**src/rtl/calc_cmd_queue.sv**
```systemverilog
// Button-pulse to calc instruction encoder with a FIFO buffer and a paced issue FSM.
// Entries are issued one per calc_ready window, with a holdoff after each issue.
module calc_cmd_queue #(
  parameter int DEPTH   = 8,
  parameter int HOLDOFF = 2
) (
  input  logic        clk,
  input  logic        rst_n,
  input  logic [4:0]  btn_pulse,
  input  logic [15:0] sw,
  input  logic        calc_ready,
  output logic [31:0] calc_instr,
  output logic [6:0]  fifo_count,
  output logic [7:0]  drop_cnt
);

  localparam int AW = (DEPTH > 1) ? $clog2(DEPTH) : 1;
  localparam logic [6:0] FULL_CNT  = 7'(DEPTH);
  localparam logic [3:0] HOLD_INIT = 4'(HOLDOFF - 1);

  localparam logic [1:0] S_IDLE  = 2'd0;
  localparam logic [1:0] S_ISSUE = 2'd1;
  localparam logic [1:0] S_HOLD  = 2'd2;

  logic [31:0]   r_mem [DEPTH];
  logic [AW-1:0] r_wptr;
  logic [AW-1:0] r_rptr;
  logic [6:0]    r_count;
  logic [7:0]    r_drop;
  logic [1:0]    r_state;
  logic [3:0]    r_hold;
  logic [31:0]   r_instr;

  logic [31:0] w_word;
  logic [2:0]  w_nbits;
  logic [2:0]  w_ndrop;
  logic [8:0]  w_drop_sum;
  logic        w_any;
  logic        w_full;
  logic        w_pop;
  logic        w_push;

  // Highest-priority pulse wins; every other set bit counts as a drop.
  always_comb begin
    w_word = '0;
    if (btn_pulse[4])      w_word = {4'hC, 28'h0};
    else if (btn_pulse[3]) w_word = {4'hB, sw, 12'h0};
    else if (btn_pulse[2]) w_word = {4'h8, 28'h0};
    else if (btn_pulse[1]) w_word = {4'h9, 28'h0};
    else if (btn_pulse[0]) w_word = {4'hD, 28'h0};

    w_nbits = '0;
    for (int unsigned i = 0; i < 5; i++) begin
      w_nbits = w_nbits + 3'(btn_pulse[i]);
    end

    w_any      = |btn_pulse;
    w_full     = (r_count == FULL_CNT);
    w_pop      = (r_state == S_IDLE) && (r_count != '0) && calc_ready;
    w_push     = w_any && (!w_full || w_pop);
    w_ndrop    = w_nbits - 3'(w_push);
    w_drop_sum = {1'b0, r_drop} + 9'(w_ndrop);
  end

  always_ff @(posedge clk) begin
    if (w_push) r_mem[r_wptr] <= w_word;
  end

  always_ff @(posedge clk or negedge rst_n) begin
    if (!rst_n) begin
      r_wptr  <= '0;
      r_rptr  <= '0;
      r_count <= '0;
      r_drop  <= '0;
      r_state <= S_IDLE;
      r_hold  <= '0;
      r_instr <= '0;
    end else begin
      if (w_push) r_wptr <= r_wptr + AW'(1);
      r_count <= r_count + 7'(w_push) - 7'(w_pop);
      r_drop  <= (w_drop_sum > 9'd255) ? 8'hFF : w_drop_sum[7:0];

      case (r_state)
        S_IDLE: begin
          if (w_pop) begin
            r_instr <= r_mem[r_rptr];
            r_rptr  <= r_rptr + AW'(1);
            r_state <= S_ISSUE;
          end else begin
            r_instr <= '0;
          end
        end
        S_ISSUE: begin
          r_instr <= '0;
          r_hold  <= HOLD_INIT;
          r_state <= S_HOLD;
        end
        S_HOLD: begin
          r_instr <= '0;
          if (r_hold == '0) r_state <= S_IDLE;
          else              r_hold  <= r_hold - 4'd1;
        end
        default: begin
          r_instr <= '0;
          r_state <= S_IDLE;
        end
      endcase
    end
  end

  assign calc_instr = r_instr;
  assign fifo_count = r_count;
  assign drop_cnt   = r_drop;

endmodule

```
**config.mk**
```make
export PLATFORM = sky130hd
export DESIGN_NAME = calc_cmd_queue
export DESIGN_NICKNAME = d
export VERILOG_FILES = /design/src/rtl/calc_cmd_queue.sv
export SDC_FILE = /design/constraint.sdc
export NUM_CORES = 1
export LEC_CHECK = 0
export BUFFER_PORTS_ARGS = -buffer_cell sky130_fd_sc_hd__clkbuf_2
export CAP_MARGIN = 0
export CORE_ASPECT_RATIO = 2
export CORE_MARGIN = 4
export CORE_UTILIZATION = 44
export DETAILED_ROUTE_END_ITERATION = 16
export PLACE_DENSITY = 0.61
export SYNTH_ARGS = -nofsm -noshare
export SYNTH_HDL_FRONTEND = slang
export SYNTH_SLANG_ARGS = --single-unit
```
**constraint.sdc**
```tcl
create_clock -name clk -period 9.3 [get_ports clk]
set_input_delay 1.86 -clock clk [delete_from_list [all_inputs] [get_ports clk]]
set_output_delay 1.86 -clock clk [all_outputs]
set_load 0.1 [all_outputs]
```
### Yosys cells after proc, flatten, opt, wreduce, memory -nomap -nowiden

Memory sizes are Yosys's and may differ from the RTL's.
Index checks and enable logic that the tools add are counted.

* muxes and demuxes: 15
* equality and inequality tests: 6
* magnitude comparators: 1
* add/sub/neg operators: 11
* reductions and logical operators: 13

Operators with widths (number)
* $mux 32: 7
* $add 8x3->9: 1
* $gt 9x8->1 const B: 1
* $mux 8: 1
* $pmux 4 s2: 1
* $add 7x1->7: 1
* $eq 7x4->1 const B: 1
* $reduce_bool 7->1: 1
* $sub 7x1->7: 1
* $add 3x1->3: 2
* $add 3x1->3 const B: 2
* $ne 2x2->1 const B: 3
* $pmux 2 s3: 1
* $reduce_and 2->1: 3
* $reduce_or 5->1: 1
* $logic_not 4->1: 1
* $mux 2: 2
* $mux 4: 1
* $sub 4x1->4 const B: 1
* $add 2x1->3: 1
* $logic_and 1x1->1: 3
* $sub 3x1->3: 1
* $add 1x1->2: 1
* $eq 2x1->1 const B: 1
* 6 further kinds: 7

* output and inout bits: 47
* bits in registers: 59
* memories: 1
* memory bits (writable): 256
* input bits: 24
* logic and storage cells: 54

Memories
* r_mem: words 8, bits a word 32, read ports 1, clocked after memory_dff 0, write ports 1, line 25 `logic [31:0] r_mem [DEPTH];`

### Longest topological paths before layout

* depth in word-level cells: 9
* gate-level depth with buffers: 15
* mapped depth without buffers: 15

### Worst setup path after synthesis

No wires, ideal clock.

* path type: input -> register
* start point: in calc_ready
* end point: reg r_drop[5] (netlist: drop_cnt[5])
* setup slack: 3818 ps
* data arrival time: 5357 ps
* path buffers: 0
* stages on the path: 11
* required time: 9174 ps
* library setup time: 126 ps
* cells stage by stage: or4b_4 a32oi_4 ha_1 fa_1 fa_1 inv_1 fa_1 fa_1 a21oi_1 o21ai_0 mux2_2

* longest elaborated chain between the ends: 7

Ends and longest elaborated chain
* from (decl): line 11 `input logic calc_ready,`
* $logic_and 1x1->1 *: line 59 `w_pop = (r_state == S_IDLE) && (r_count != '0) && calc_ready;`
* $logic_or 1x1->1 *: line 60 `w_push = w_any && (!w_full || w_pop);`
* $logic_and 1x1->1 *: line 60
* via w_push: line 41 `logic w_push;`
* $sub 3x1->3 *: line 61 `w_ndrop = w_nbits - 3'(w_push);`
* $add 8x3->9 *: line 62 `w_drop_sum = {1'b0, r_drop} + 9'(w_ndrop);`
* $gt 9x8->1: line 81 `r_drop <= (w_drop_sum > 9'd255) ? 8'hFF : w_drop_sum[7:0];`
* $mux 8 *: line 81
* to (signal assigned): line 81
* to (decl): line 29 `logic [7:0] r_drop;`

Mark *: on every way through the listed nets, which the timed path passes. The rest lies on a longest branch.
A chain may end at the register's enable or synchronous reset.

### Worst setup path after layout

Ends and elaborated chain as after synthesis.

==> flow_summary_export.csv <==
group,metric,value,unit
global_routing,grt_max_degree,48,
finish,final_common_cell,"edfxtp_1",
setup_path,arrival,5670,ps
setup_path,required,9680,ps
clock_network,cts_tree,"done",
route,drt_iter0_drc,159,
route,vias_per_cell,5.282,
sta,finalSetupViolCount,0,
logic_synthesis,ys_types,48,
setup_path,worst_setup_path_end_kind,"register",
global_routing,use_met1,18.66,%
logic_synthesis,avgSynthCellArea,15.56,um^2
route,via_count,4727,
setup_path,worst-setup-path-type,"input port to register",
global_routing,met2_usage,32.10,%
floorplan,core_area,19280,um^2
logic_synthesis,synth_edf_count,160,
sta,fmax,188.8,MHz
floorplan,die_h,205.8,um
global_routing,grt.met3_usage,1.664,%
route,ant_nets,0,
clock_network,clock_sinks,207,
finish,layout-area-overhead-vs-synth,16.01,%
floorplan,start_util,44.63,%
clock_network,ctsResizeCount,0,
global_routing,grt_pass1_wl,27640,um
clock_network,post_cts_buffers,0,
logic_synthesis,synth_seq_cells,207,
clock_network,worstSkewPairLatency,490,ps
global_routing,track_usage,16.46,%
logic_synthesis,async_flop_share,22.71,%
outcome,outcome,"complete, no violations",
sta,fin_crit_sh,56.94,%
floorplan,io_pins,71,
sta,timing.final.hold_violations,0,
logic_synthesis,yosysSeqAreaShare,69.51,%
route,remaining_drc_errors,0,
global_routing,grt_pass1_vias,5018,
floorplan,rows,72,
sta,worst_pin_slew,1089,ps
route,dr.pass1.iters,5,
finish,diodes,0,
sta,totalNegativeSetupSlack,0,ps
finish,drive_gt1_share,19.65,%
sta,skew,22.98,ps
clock_network,clkTransAtPathRegs,60,ps
place,routabilityCongestion,0.8004,
setup_path,cp_slowest_cell,"or4b_4",
sta,slew_viol_final,0,
flow_run,maxCapViolations,0,
logic_synthesis,syn_inst,553,
worst_hold_path,hp-class,"register to register",
setup_path,crit_fanout,7,
logic_synthesis,synth_warnings,0,
setup_path,worstSetupStartpointType,"input port",
finish,final_cell_mix,"edfxtp_1 (160), mux2i_1 (81), clkbuf_2 (58)",
setup_path,critPathMaxStageDelay,480,ps
sta,rsz0062_at_grt,"false",
floorplan,die_x,106.9,um
clock_network,cts_root_buf,"clkbuf_16",
global_routing,grt_overflow,0,
clock_network,cts_buffers,19,
place,port_buffers,58,
global_routing,grt.busiest_layer,"met2",
clock_network,h-tree-depth,1,
logic_synthesis,ys.flop_type,"edfxtp_1",
sta,timing.slew.headroom,27.02,%
logic_synthesis,syn_area,8605,um^2
setup_path,cp_common_cell,"fa_1",
route,wl_per_cell,20.25,um
floorplan,dieArea,21990,um^2
route,drt-total-wl,18120,um
place,hpwl,11260,um
sta,fin_crit,5295,ps
clock_network,postCtsHoldBufs,0,
clock_network,cts_max_path_buffers,3,
place,placed_area,9226,um^2
finish,final_nets,669,
finish,final_area,9982,um^2
global_routing,grt_antenna_before_repair,0,
setup_path,path_cells,"clkbuf_2, or4b_4, a32oi_4, ha_1, fa_1, fa_1, inv_1, fa_1, fa_1, a21oi_1, o21ai_0, mux2_2",
## layer usage
| metal | routed length [um] | up-vias |
|---|---|---|
| li1 | - | 2205 |
| met1 | 6660 | 2402 |
| met3 | 659 | 23 |
| met5 | 0 | - |
| met4 | 401 | 0 |
| met2 | 10400 | 97 |
## flip-flops by register name, summed over array words and instances (netlist names)
signal / flops
drop_cnt: 8
r_hold: 4
calc_instr: 20
r_wptr: 3
r_mem: 160
r_rptr: 3
r_state: 2
fifo_count: 7
## critical path: cells and delay by family
kind / cells / cell delay [ps]
buffers and inverters: 2 / 170
adder cells (fa/ha/maj): 5 / 2030
AND/OR/NAND/NOR: 1 / 480
AO/OA/AOI/OAI: 3 / 840
multiplexers: 1 / 270
## cell usage after synthesis (2+ instances only)
cell type / instances / area, um^2
nand2_1: 10 / 37.54
dfrtp_1: 47 / 1176
mux2_2: 3 / 33.78
fa_1: 5 / 100.1
nor3b_1: 2 / 15.01
edfxtp_1: 160 / 4805
nor2_1: 17 / 63.81
xor2_1: 6 / 52.55
and3_1: 36 / 225.2
clkbuf_1: 14 / 52.55
xnor2_1: 5 / 43.79
nand3_1: 4 / 20.02
a22oi_1: 40 / 300.3
nor2b_1: 4 / 25.02
a21oi_1: 10 / 50.05
ha_1: 17 / 212.7
buf_4: 12 / 90.09
nor3_1: 7 / 35.03
inv_1: 24 / 90.09
buf_2: 9 / 45.04
mux2i_1: 81 / 810.8
a21o_1: 3 / 22.52
o21ai_0: 5 / 25.02
or3_1: 2 / 12.51
nand2b_1: 7 / 43.79
## path summary, 6_finish.rpt
check / slack (ps) / depth (start not counted) / start / endpoint
max: 4000 / 12 / calc_ready / drop_cnt[5]
min: 540 / 1 / r_hold[0] / r_hold[0]
max reg2reg: 4700 / 13 / fifo_count[3] / drop_cnt[5]
min reg2reg: 540 / 1 / r_hold[0] / r_hold[0]
max in group asynchronous: 7290 / 2 / rst_n / r_rptr[1]
min in group asynchronous: 1480 / 2 / rst_n / calc_instr[22]
## metrics by stage
stage	setup slack [ps]	hold slack [ps]	std cells	utilization, %
3_5_place_dp	3480	531.1	861	47.86
3_3_place_gp	3560	505.0	861	47.86
2_1_floorplan	3818	492.3	564	-
4_1_cts	3980	543.7	895	51.78
5_1_grt	3734	553.0	895	51.78
6_report	4005	545.0	895	51.78
## final cells by class
class	count	area [um^2]
Timing Repair Buffer	73	402.9
Inverter	25	93.84
Fill cell	1653	9296
Sequential cell	207	5984
Multi-Input combinational cell	297	2421
Clock buffer	19	475.5
Tap cell	259	324.1
Clock inverter	15	280.3
## logic make-up (layout without fill, tap and decap cells)
group                    count (synthesis)  in the layout  synth area share [%]
multiplexers                            85             85                 9.946
other                                    1             12               0.04358
adder cells (fa/ha/maj)                 22             22                 3.635
buffers and inverters                   60            132                 3.272
flip-flops                             207            207                 69.51
AO/OA/AOI/OAI                           71             71                 6.166
AND/OR/NAND/NOR                         96             96                 6.311
XOR/XNOR                                11             11                 1.120
Power is left out: the tool's default activity adds up to more than one toggle a clock period on the data nets, which glitch-free logic cannot reach.
